### src/rtl/mem_arbiter.sv
// mem_arbiter
// Arbitrates a single data-memory port between the CPU's M stage and an
// external loader/debug burst master.
//
// Ports
//   clk, reset                    clock and asynchronous active-low reset
//   cpu_req/we/adr/wd, cpu_rd     CPU memory access, load data back
//   cpu_stall                     CPU access not granted this cycle
//   ext_req/we/base/len/wd        external burst request (sampled in IDLE)
//   ext_gnt, ext_done, ext_rd     per-beat grant, end-of-burst pulse, read data
//   mem_we, mem_a, mem_wd, mem_rd data memory port (mem_rd is combinational)
//
// The CPU normally wins in IDLE. An external request that keeps losing is
// counted, and once it has been deferred WAIT_MAX times it wins over the CPU.
// During a burst the CPU gets one slot after every MAX_RUN consecutive beats
// if it is waiting.
module mem_arbiter #(
    parameter int MAX_RUN  = 4,
    parameter int WAIT_MAX = 8
) (
    input  logic        clk,
    input  logic        reset,
    input  logic        cpu_req,
    input  logic        cpu_we,
    input  logic [31:0] cpu_adr,
    input  logic [31:0] cpu_wd,
    output logic [31:0] cpu_rd,
    output logic        cpu_stall,
    input  logic        ext_req,
    input  logic        ext_we,
    input  logic [31:0] ext_base,
    input  logic [3:0]  ext_len,
    input  logic [31:0] ext_wd,
    output logic        ext_gnt,
    output logic        ext_done,
    output logic [31:0] ext_rd,
    output logic        mem_we,
    output logic [31:0] mem_a,
    output logic [31:0] mem_wd,
    input  logic [31:0] mem_rd
);

    localparam int RW = (MAX_RUN > 1) ? $clog2(MAX_RUN) : 1;
    localparam int WW = $clog2(WAIT_MAX + 1);

    typedef enum logic [1:0] {
        IDLE      = 2'd0,
        EXT_BURST = 2'd1,
        CPU_SLOT  = 2'd2
    } state_t;

    state_t          state;
    state_t          state_next;
    logic [31:0]     addr;
    logic [3:0]      len_q;
    logic            we_q;
    logic [3:0]      beat_cnt;
    logic [RW-1:0]   run_cnt;
    logic [WW-1:0]   wait_cnt;
    logic            done_q;

    logic            ext_wins;
    logic            last_beat;
    logic            run_full;

    // The external master takes the bus from IDLE when the CPU is quiet or
    // when it has already been deferred the maximum number of times.
    assign ext_wins  = ext_req && (!cpu_req || (wait_cnt == WW'(WAIT_MAX)));
    assign last_beat = (beat_cnt == len_q);
    assign run_full  = (run_cnt == RW'(MAX_RUN - 1));

    assign cpu_rd   = mem_rd;
    assign ext_rd   = mem_rd;
    assign ext_done = done_q;

    // State and burst bookkeeping. run_cnt saturates at MAX_RUN-1 so that a
    // CPU request arriving late in a long uncontended run still gets its
    // slot after the next beat rather than waiting for a counter wrap.
    always_ff @(posedge clk or negedge reset) begin
        if (!reset) begin
            state    <= IDLE;
            addr     <= '0;
            len_q    <= '0;
            we_q     <= 1'b0;
            beat_cnt <= '0;
            run_cnt  <= '0;
            wait_cnt <= '0;
            done_q   <= 1'b0;
        end else begin
            state  <= state_next;
            done_q <= 1'b0;
            case (state)
                IDLE: begin
                    if (ext_wins) begin
                        addr     <= ext_base & 32'hFFFF_FFFC;
                        len_q    <= ext_len;
                        we_q     <= ext_we;
                        beat_cnt <= '0;
                        run_cnt  <= '0;
                        wait_cnt <= '0;
                    end else if (ext_req && cpu_req) begin
                        if (wait_cnt != WW'(WAIT_MAX)) begin
                            wait_cnt <= wait_cnt + WW'(1);
                        end
                    end else begin
                        wait_cnt <= '0;
                    end
                end
                EXT_BURST: begin
                    addr     <= addr + 32'd4;
                    beat_cnt <= beat_cnt + 4'd1;
                    if (!run_full) begin
                        run_cnt <= run_cnt + RW'(1);
                    end
                    if (last_beat) begin
                        done_q <= 1'b1;
                    end
                end
                CPU_SLOT: begin
                    run_cnt <= '0;
                end
                default: begin
                end
            endcase
        end
    end

    // Next state and memory port steering. The CPU's address and data sit on
    // the port by default; mem_we is only raised for a granted writer.
    always_comb begin
        state_next = state;
        cpu_stall  = 1'b0;
        ext_gnt    = 1'b0;
        mem_we     = 1'b0;
        mem_a      = cpu_adr;
        mem_wd     = cpu_wd;
        case (state)
            IDLE: begin
                if (ext_wins) begin
                    state_next = EXT_BURST;
                    cpu_stall  = cpu_req;
                end else if (cpu_req) begin
                    mem_we = cpu_we;
                end
            end
            EXT_BURST: begin
                ext_gnt   = 1'b1;
                cpu_stall = cpu_req;
                mem_a     = addr;
                mem_we    = we_q;
                mem_wd    = ext_wd;
                if (last_beat) begin
                    state_next = IDLE;
                end else if (run_full && cpu_req) begin
                    state_next = CPU_SLOT;
                end
            end
            CPU_SLOT: begin
                state_next = EXT_BURST;
                mem_we     = cpu_req && cpu_we;
            end
            default: begin
                state_next = IDLE;
            end
        endcase
    end

endmodule

### config.mk
export PLATFORM = sky130hd
export DESIGN_NAME = mem_arbiter
export DESIGN_NICKNAME = d
export VERILOG_FILES = /design/src/rtl/mem_arbiter.sv
export SDC_FILE = /design/constraint.sdc
export NUM_CORES = 1
export LEC_CHECK = 0
export CAP_MARGIN = 20
export CORE_MARGIN = 5
export CORE_UTILIZATION = 35
export CTS_CLUSTER_DIAMETER = 200
export DETAILED_ROUTE_END_ITERATION = 6
export PLACE_DENSITY = 0.83
export SLEW_MARGIN = 25
export SYNTH_ARGS = -nofsm -noshare
export SYNTH_HDL_FRONTEND = slang
export SYNTH_SLANG_ARGS = --single-unit
export TNS_END_PERCENT = 1
### constraint.sdc
create_clock -name clk -period 2.6 [get_ports clk]
set_clock_uncertainty 0.2 [all_clocks]
set_input_delay 0.52 -clock clk [delete_from_list [all_inputs] [get_ports clk]]
set_output_delay 0.52 -clock clk [all_outputs]
set_load 0.01 [all_outputs]
# --- Word level (Yosys, flattened, before mapping) ---
# Cells that the tools add are included.
classes:
  n_addsub: 4
  n_reduce_logical: 14
  eq_ne: 10
  muxes: 24
op_table:
  columns: ["cell", "count"]
  rows:
  - ["32-bit two-way mux", 3]
  - ["32-bit case mux with 2 select lines", 1]
  - ["32-bit by 3-bit adder with 32-bit output (second input constant)", 1]
  - ["4-bit two-way mux", 4]
  - ["2-bit case mux with 3 select lines", 2]
  - ["2-bit two-way mux", 5]
  - ["4-bit by 1-bit adder with 4-bit output (second input constant)", 2]
  - ["4-bit case mux with 2 select lines", 1]
  - ["2-bit AND reduction", 4]
  - ["1-bit two-way mux", 6]
  - ["2-bit equality test (second input constant)", 2]
  - ["4-bit equality test", 1]
  - ["4-bit equality test (second input constant)", 1]
  - ["1-bit logical AND", 4]
  - ["2-bit != test (second input constant)", 2]
  - ["4-bit != test (second input constant)", 1]
  - ["3-bit by 2-bit != test with 1-bit output (second input constant)", 1]
  - ["3-bit != test (second input constant)", 1]
  - ["1-bit case mux with 3 select lines", 1]
  - ["3-bit AND reduction", 1]
  - ["3-bit nonzero test", 1]
  - ["2-bit by 1-bit adder with 2-bit output (second input constant)", 1]
  - ["2-bit by 1-bit equality test with 1-bit output (second input constant)", 1]
  - ["2-bit logical NOT", 1]
  - ["4 further kinds", 4]
totals:
  wordCells: 60
  input_bits: 170
  ff_bits: 50

# --- Logic depth before layout (Yosys ltp) ---
# Gate-level depths: netlist (run 1).
depth:
  depth_word: 5
  depth_mapped: 8
  depth_no_buf: 7

# --- Worst setup path before layout (run 1) ---
# No wires, ideal clock.
synth_timing:
  path_kind: "flip-flop to output port"
  from: "reg wait_cnt[0]"
  to: "out mem_we"
  t_arrival_ns: 1.610
  t_required_ns: 1.880
  path_buffers: 1
  path_stages_with_launch: 8
  setup_slack_ns: 0.270
  path_cell_list: "dfrtp_1 inv_1 ha_1 nand4b_1 and2_1 buf_2 nor2_1 o31ai_1"
synth_between:
  elab_chain_len: 5
synth_rtl:
  columns: ["element", "line_no", "rtl"]
  rows:
  - ["start, declared", "59", "logic [WW-1:0] wait_cnt;"]
  - ["start signal, assigned", "103", "wait_cnt <= wait_cnt + WW'(1);"]
  - ["4-bit equality test", "68", "assign ext_wins = ext_req && (!cpu_req || (wait_cnt == WW'(WAIT_MAX)));"]
  - ["1-bit logical OR", "68", null]
  - ["1-bit logical AND", "68", null]
  - ["1-bit two-way mux", "139", "if (ext_wins) begin"]
  - ["1-bit case mux with 3 select lines", "137", "case (state)"]
  - ["end, declared", "37", "output logic mem_we,"]
# No other way between the ends.

# --- Worst setup path after layout (run 1) ---
layout_timing:
  from: "reg state[0]"
  to: "out mem_a[8]"
layout_between:
  elab_chain_len: 2
layout_rtl:
  columns: ["element", "line_no", "rtl"]
  rows:
  - ["start, declared", "52", "state_t state;"]
  - ["start signal, assigned", "90", "state <= state_next;"]
  - ["2-bit by 1-bit equality test with 1-bit output", "137", null]
  - ["32-bit two-way mux", "137", null]
  - ["end, declared", "38", "output logic [31:0] mem_a,"]
# No other way between the ends.

==> qor.txt, run 1 <==
Placed Cells -> 858
Fin Hold WS -> 0.0101 ns
Residual DRC -> 0
Avg Vias per Cell -> 5.18
CP startpoint kind -> register
Share of cells above drive strength 1 -> 0.0728
Drt pass-1 iters -> 4
Clk_lat worst skew -> 0.29 ns
RD Place Congestion -> 0.837
Hold_buf cts -> 0
Worst slew pin tran -> 0.549 ns
Global route overflow -> 0
WS Path Type -> reg2out
Synth Instances -> 589
Synth Cell Area -> 0.00412 mm2
Yosys reg bits -> 48
Site Rows -> 39
Clk pin slew, worst setup/hold paths -> 0.06 ns
Final wirelength -> 15,100 um
Peak supply drop -> 0.576 mV
CP endpoint kind -> primary output
CTS tree -> done
Slew headroom -> 0.634
Period Utilization, post-route -> 0.983
Syn nets -> 764
Final Cell Area -> 0.00620 mm2
Wire length per cell after detailed routing -> 17.4 um
Kind of cell adding the most delay to the critical path -> buffers and inverters
CP arrival -> 1.84 ns
Die Ht -> 118 um
Fmax -> 0.391 GHz
Syn Area/Cell -> 6.99 um2
Crit-path cells -> buf_8 > and3b_1 > a21o_1 > clkdlybuf4s50_1
Final min period -> 2.56 ns
Sequential element share of the synthesized area -> 0.292
Setup Viol. Count Final -> 0
Fin nets -> 903
Gr usage total -> 0.195
Num ports -> 302
Layout area overhead -> 50.7%
Initial Util -> 0.359
Fin. max-slew vios -> 0
Core area -> 0.0115 mm2
Async set-reset flop share out of synthesis -> 1.00
DP HPWL -> 10,900 um
Routed Antenna Nets -> 0
EDFF count, synth -> 0
First-pass GRT wire length -> 22,800 um
Status -> complete, no violations
CTS HTree Levels -> 2
Ys Warns -> 0
Vias post-DR -> 4,516
Clk root buf -> clkbuf_16
Max incr delay on CP -> 0.52 ns
Final Instance Count excl. Fillers -> 871
Layout filler cell count -> 1,102
TNS Setup -> 0 ns
Min-delay worst type -> in2async
Synth cell types -> 61
Die width -> 118 um
Vias in the first global route -> 4,301
Pin count of the biggest net entering global routing -> 80
Top FF cell, synth -> dfrtp_1
Final hold violation count -> 0
Die area -> 0.0140 mm2
Drt initial violations -> 275
Buf+Inv Stages, Crit Path -> 2
Worst path required time -> 1.88 ns
Max clock buf depth -> 2
Maxcap violations -> 0
Power Density -> 1060 mW/mm2
Initial antenna violation count -> 0
CTS sink cnt -> 48
Placed cell area -> 0.00589 mm2
Crit path max fanout -> 30
I/O Buffers -> 203
Diodes inserted -> 0
CTS buffer count -> 5
CP max stage cell -> clkdlybuf4s50_1
LEAKAGE -> 2.94 nW
==> synth_stat cells (5+ instances only) <==
master,number,area (um2)
a21oi_1,21,105
a311oi_1,5,43.8
a31oi_1,12,75.1
and2_1,9,56.3
and3_1,6,37.5
and4_1,5,43.8
buf_1,5,18.8
buf_2,8,40.0
buf_4,66,495
clkbuf_1,18,67.6
dfrtp_1,48,1200
ha_1,5,62.6
inv_1,7,26.3
nand2_1,221,830
nand3_1,13,65.1
nand4_1,6,37.5
nor2_1,22,82.6
nor3_1,17,85.1
o21ai_0,13,65.1
o22a_1,6,52.6
o31ai_1,7,52.6
xnor2_1,5,43.8
==> path summary, 6_finish.rpt <==
check,start,to,slack (ns),cells past startpoint
max,state[0],mem_a[8],0.04,4
min,reset,len_q[1],0.01,1
max reg2reg,wait_cnt[1],addr[27],0.34,8
min reg2reg,we_q,we_q,0.28,2
max in group asynchronous,reset,addr[6],1.66,2
min in group clk,we_q,we_q,0.28,2
==> state kept, by name, summed over array words and instances, names as in the netlist <==
register / flops
beat_cnt: 4
addr: 30
state: 2
run_cnt: 2
wait_cnt: 4
len_q: 4
we_q: 1
ext_done: 1
==> cell type report <==
class	count	area, um2	area share
timing repair buffer	230	2320	0.374
multi-input combinational	434	2270	0.367
sequential	48	1200	0.194
tap	143	179	0.0288
clock buffer	5	125	0.0202
clock inverter	2	60.1	0.00968
inverter	9	41.3	0.00666
==> power breakdown <==
group          total (mW)  internal [mW]  switching [mW]  leakage [nW]
Sequential           1.51           1.09           0.416         0.575
Clock               0.827          0.546           0.281        0.0899
Combinational        4.25           1.96            2.29          2.28
Total                6.59           3.60            2.99          2.94
==> what timing repair did <==
action                                  in CTS  in global routing
buffers inserted                             0                  3
gates resized for setup                     49                 32
gates cloned                                 0                  3
endpoints found under the setup margin      66                 21
==> logic make-up after synthesis <==
family	Yosys count	share of synthesized area
AOI/OAI and AO/OA	98	0.163
xor gates and xnor gates	9	0.0191
adders and majority gates	5	0.0152
buffers and inverters	107	0.162
DFF	48	0.292
muxes	2	0.00486
and+or+nand+nor	320	0.344
==> worst reg2reg max path: cells and delay by family (launching register included) <==
kind | cells | cell delay, ns
adders and majority gates | 1 | 0.16
buffers and inverters | 3 | 0.37
and+or+nand+nor | 1 | 0.16
AOI/OAI and AO/OA | 3 | 0.91
DFF | 1 | 0.39
==> stage by stage <==
step	utilization	setup WS, ns	total power, mW
after floorplan	-	0.270	3.84
after global placement	0.514	-0.285	5.71
after detailed placement	0.514	-0.257	5.78
after CTS	0.525	-0.0729	6.36
after global routing	0.541	-0.0000695	7.10
final	0.541	0.0439	6.59
==> routing by layer <==
layer,vias up,track usage,part of all wire
li1,2214,-,-
met1,2074,0.268,0.45
met2,202,0.313,0.46
met3,26,0.0463,0.083
met4,0,0.0454,0.016
met5,-,0,0
==> cells in the final DEF (no fill, tap or decap), types with 7 or more instances in the layout <==
master,count
dfrtp_1,47
nor2_1,21
and2_1,9
nor3_1,17
nand3_1,13
o21ai_0,13
nand2_1,220
a31oi_1,11
buf_4,19
clkdlybuf4s50_1,139
dlygate4sd2_1,45
clkbuf_16,8
a21oi_1,21
dlymetal6s2s_1,16
o31ai_1,7
Power figures use the tool's default switching activity.
==> run 2: changes to the inputs <==
--- a/config.mk
+++ b/config.mk
@@ -5,7 +5,6 @@
 export SDC_FILE = /design/constraint.sdc
 export NUM_CORES = 1
 export LEC_CHECK = 0
-export CAP_MARGIN = 20
 export CORE_MARGIN = 5
 export CORE_UTILIZATION = 35
 export CTS_CLUSTER_DIAMETER = 200
==> constraint.sdc (replaced) <==
create_clock -name clk -period 2.6 [get_ports clk]
set_clock_uncertainty 0.2 [all_clocks]
set_input_delay 0.78 -clock clk [delete_from_list [all_inputs] [get_ports clk]]
set_output_delay 0.78 -clock clk [all_outputs]
set_load 0.01 [all_outputs]
==> run 2 against run 1 <==
Worst setup slack worse by 0.16 ns. The flow now finishes with violations (negative setup slack). Wire length fell by 5.7%. Clock-buffer cell count stayed put. Largest power group unchanged. Via count is 0.13% higher. Register-to-register slack barely moved. Clock power up 1%. Utilization decreased by 1.5 points.
==> qor.txt, run 2 (synthesized netlist as in run 1, its figures left out) <==
Power Density -> 1050 mW/mm2 (was 1060 mW/mm2)
Vias in the first global route -> 4,323 (was 4,301)
Most common cell after layout, fill and taps aside -> nand2_1 (unchanged)
CP startpoint kind -> input port (was register)
CTS tree -> done (unchanged)
Num ports -> 302 (unchanged)
Final Util -> 0.526 (was 0.541)
Site Rows -> 39 (unchanged)
Combinational share of power -> 0.633 (was 0.645)
Final min period -> 2.72 ns (was 2.56 ns)
Clk root buf -> clkbuf_16 (unchanged)
Wire length per cell after detailed routing -> 16.3 um (was 17.4 um)
Avg Vias per Cell -> 5.16 (was 5.18)
Layout filler cell count -> 1,095 (was 1,102)
Crit path max fanout -> 3 (was 30)
Routed Antenna Nets -> 0 (unchanged)
Top reg by flops -> addr (unchanged)
First-pass GRT wire length -> 22,500 um (was 22,800 um)
Residual DRC -> 0 (unchanged)
Register area -> 0.00120 mm2 (about the same)
Die Ht -> 118 um (unchanged)
Min-delay worst type -> reg2reg (was in2async)
Pin count of the biggest net entering global routing -> 60 (was 80)
CTS buffer count -> 5 (unchanged)
Worst path required time -> 1.62 ns (was 1.88 ns)
Core area -> 0.0115 mm2 (unchanged)
CP arrival -> 1.74 ns (was 1.84 ns)
Final Cell Area -> 0.00603 mm2 (was 0.00620 mm2)
CTS sink cnt -> 48 (unchanged)
Setup Viol. Count Final -> 2 (was 0)
Period Utilization, post-route -> 1.05 (was 0.983)
Drt pass-1 iters -> 5 (was 4)
Max reg flops -> 30 (unchanged)
RD Place Congestion -> 0.877 (was 0.837)
Buf+Inv Stages, Crit Path -> 2 (unchanged)
Die area -> 0.0140 mm2 (unchanged)
Maxcap violations -> 0 (unchanged)
Clock power frac -> 0.132 (was 0.125)
Fmax -> 0.368 GHz (was 0.391 GHz)
Max incr delay on CP -> 0.25 ns (was 0.52 ns)
Net Switching -> 2.90 mW (was 2.99 mW)
Placed cell area -> 0.00601 mm2 (was 0.00589 mm2)
Clk pin slew, worst setup/hold paths -> 0.06 ns (about the same)
Status -> complete, but fails checks (was complete, no violations)
Crit-path cells -> dlygate4sd2_1 > nand2b_4 > a31oi_2 > and2_1 > clkdlybuf4s15_2 (was buf_8 > and3b_1 > a21o_1 > clkdlybuf4s50_1)
Initial Util -> 0.359 (unchanged)
Setup ws final -> -0.118 ns (was 0.0439 ns)
Switch share -> 0.458 (was 0.454)
Global route overflow -> 0 (unchanged)
Peak supply drop -> 0.608 mV (was 0.576 mV)
WS Path Type -> in2out (was reg2out)
Vias post-DR -> 4,522 (was 4,516)
Final hold violation count -> 0 (unchanged)
Clk_lat worst skew -> 0.29 ns (about the same)
I/O Buffers -> 203 (unchanged)
R2r setup slk -> 0.34 ns (about the same)
DP HPWL -> 11,000 um (was 10,900 um)
Worst slew pin tran -> 0.598 ns (was 0.549 ns)
CP endpoint kind -> primary output (unchanged)
Drt initial violations -> 281 (was 275)
Kind of cell adding the most delay to the critical path -> buffers and inverters (unchanged)
Layout area overhead -> 46.4% (was 50.7%)
CTS HTree Levels -> 2 (unchanged)
CP max stage cell -> dlygate4sd2_1 (was clkdlybuf4s50_1)
Failing checks -> negative setup slack
Area of the multi-input gates -> 0.00228 mm2 (was 0.00227 mm2)
Commonest non-fill, non-tap cells in the layout -> 220 x nand2_1, 133 x clkdlybuf4s50_1, 48 x dfrtp_1, 39 x clkbuf_2, 25 x buf_4 (was 220 x nand2_1, 139 x clkdlybuf4s50_1, 47 x dfrtp_1, 45 x dlygate4sd2_1)
Fin nets -> 909 (was 903)
Share of cells above drive strength 1 -> 0.144 (was 0.0728)
Initial antenna violation count -> 0 (unchanged)
LEAKAGE -> 2.77 nW (was 2.94 nW)
Sequential Power Share -> 0.235 (was 0.229)
Internal power -> 3.43 mW (was 3.60 mW)
Fin. max-slew vios -> 0 (unchanged)
RSZ-0062 raised after global routing -> yes
Die width -> 118 um (unchanged)
Max clock buf depth -> 2 (unchanged)
Final wirelength -> 14,300 um (was 15,100 um)
Slew headroom -> 0.598 (was 0.634)
Diodes inserted -> 0 (unchanged)
Gr usage total -> 0.191 (was 0.195)
[run 2: path summary, 6_finish.rpt]
| kind | end | start | cells after the start |
|---|---|---|---|
| setup / recovery | cpu_stall | cpu_req | 5 |
| hold / removal | we_q | we_q | 2 |
| setup reg to reg | addr[18] | wait_cnt[1] | 10 |
| hold reg to reg | we_q | we_q | 2 |
| max in group asynchronous | addr[15] | reset | 2 |
| min in group asynchronous | len_q[0] | reset | 1 |
[run 2: area by class of cell]
type | instances | area share
clock buffers | 5 | 0.0208
inverters | 9 | 0.00643
repair buffers | 236 | 0.355
well taps | 143 | 0.0297
clock inverters | 2 | 0.00996
multi-input cells | 434 | 0.379
flip-flops and latches | 48 | 0.199
[run 2: layer usage]
metal | vias up | routed length, um | GRT usage
met5 | - | 0 | 0
met4 | 0 | 171 | 0.0333
met3 | 24 | 1110 | 0.0506
met2 | 201 | 6630 | 0.319
met1 | 2062 | 6380 | 0.252
li1 | 2235 | - | -
[run 2: what timing repair did]
action / CTS / global route
gates cloned: 0 / 0
pin swaps: 2 / 1
resized for setup: 124 / 71
setup buffers: 2 / 0
hold buffers: 0 / 0
setup endpoints to repair: 71 / 61
[run 2: tightest hold or removal path, cell delays in order, from the launching register on]
cell and delay [ns]:
dfrtp_1 0.34, nand2_1 0.05, nand2_1 0.06
[run 2: stage by stage]
stage | hold slack [ns] | power (mW) | cells | TNS (ns) | setup slack, ns
floorplan | 0.246 | 3.85 | 589 | -0.0125 | -0.0125
global placement | 0.259 | 5.85 | 868 | -21.57 | -0.754
detailed placement | 0.274 | 5.92 | 868 | -23.25 | -0.807
CTS | 0.290 | 6.48 | 877 | -0.469 | -0.253
global route | 0.318 | 6.82 | 877 | -0.330 | -0.166
finish | 0.286 | 6.33 | 877 | -0.187 | -0.118
[run 2: power groups by stage]
stage	sequential (mW)	clock [mW]	combinational (mW)
global placement	1.47	0	4.37
detailed placement	1.49	0	4.43
finish	1.49	0.835	4.01
floorplan	1.38	0	2.47
global route	1.54	0.863	4.41
CTS	1.48	0.841	4.16
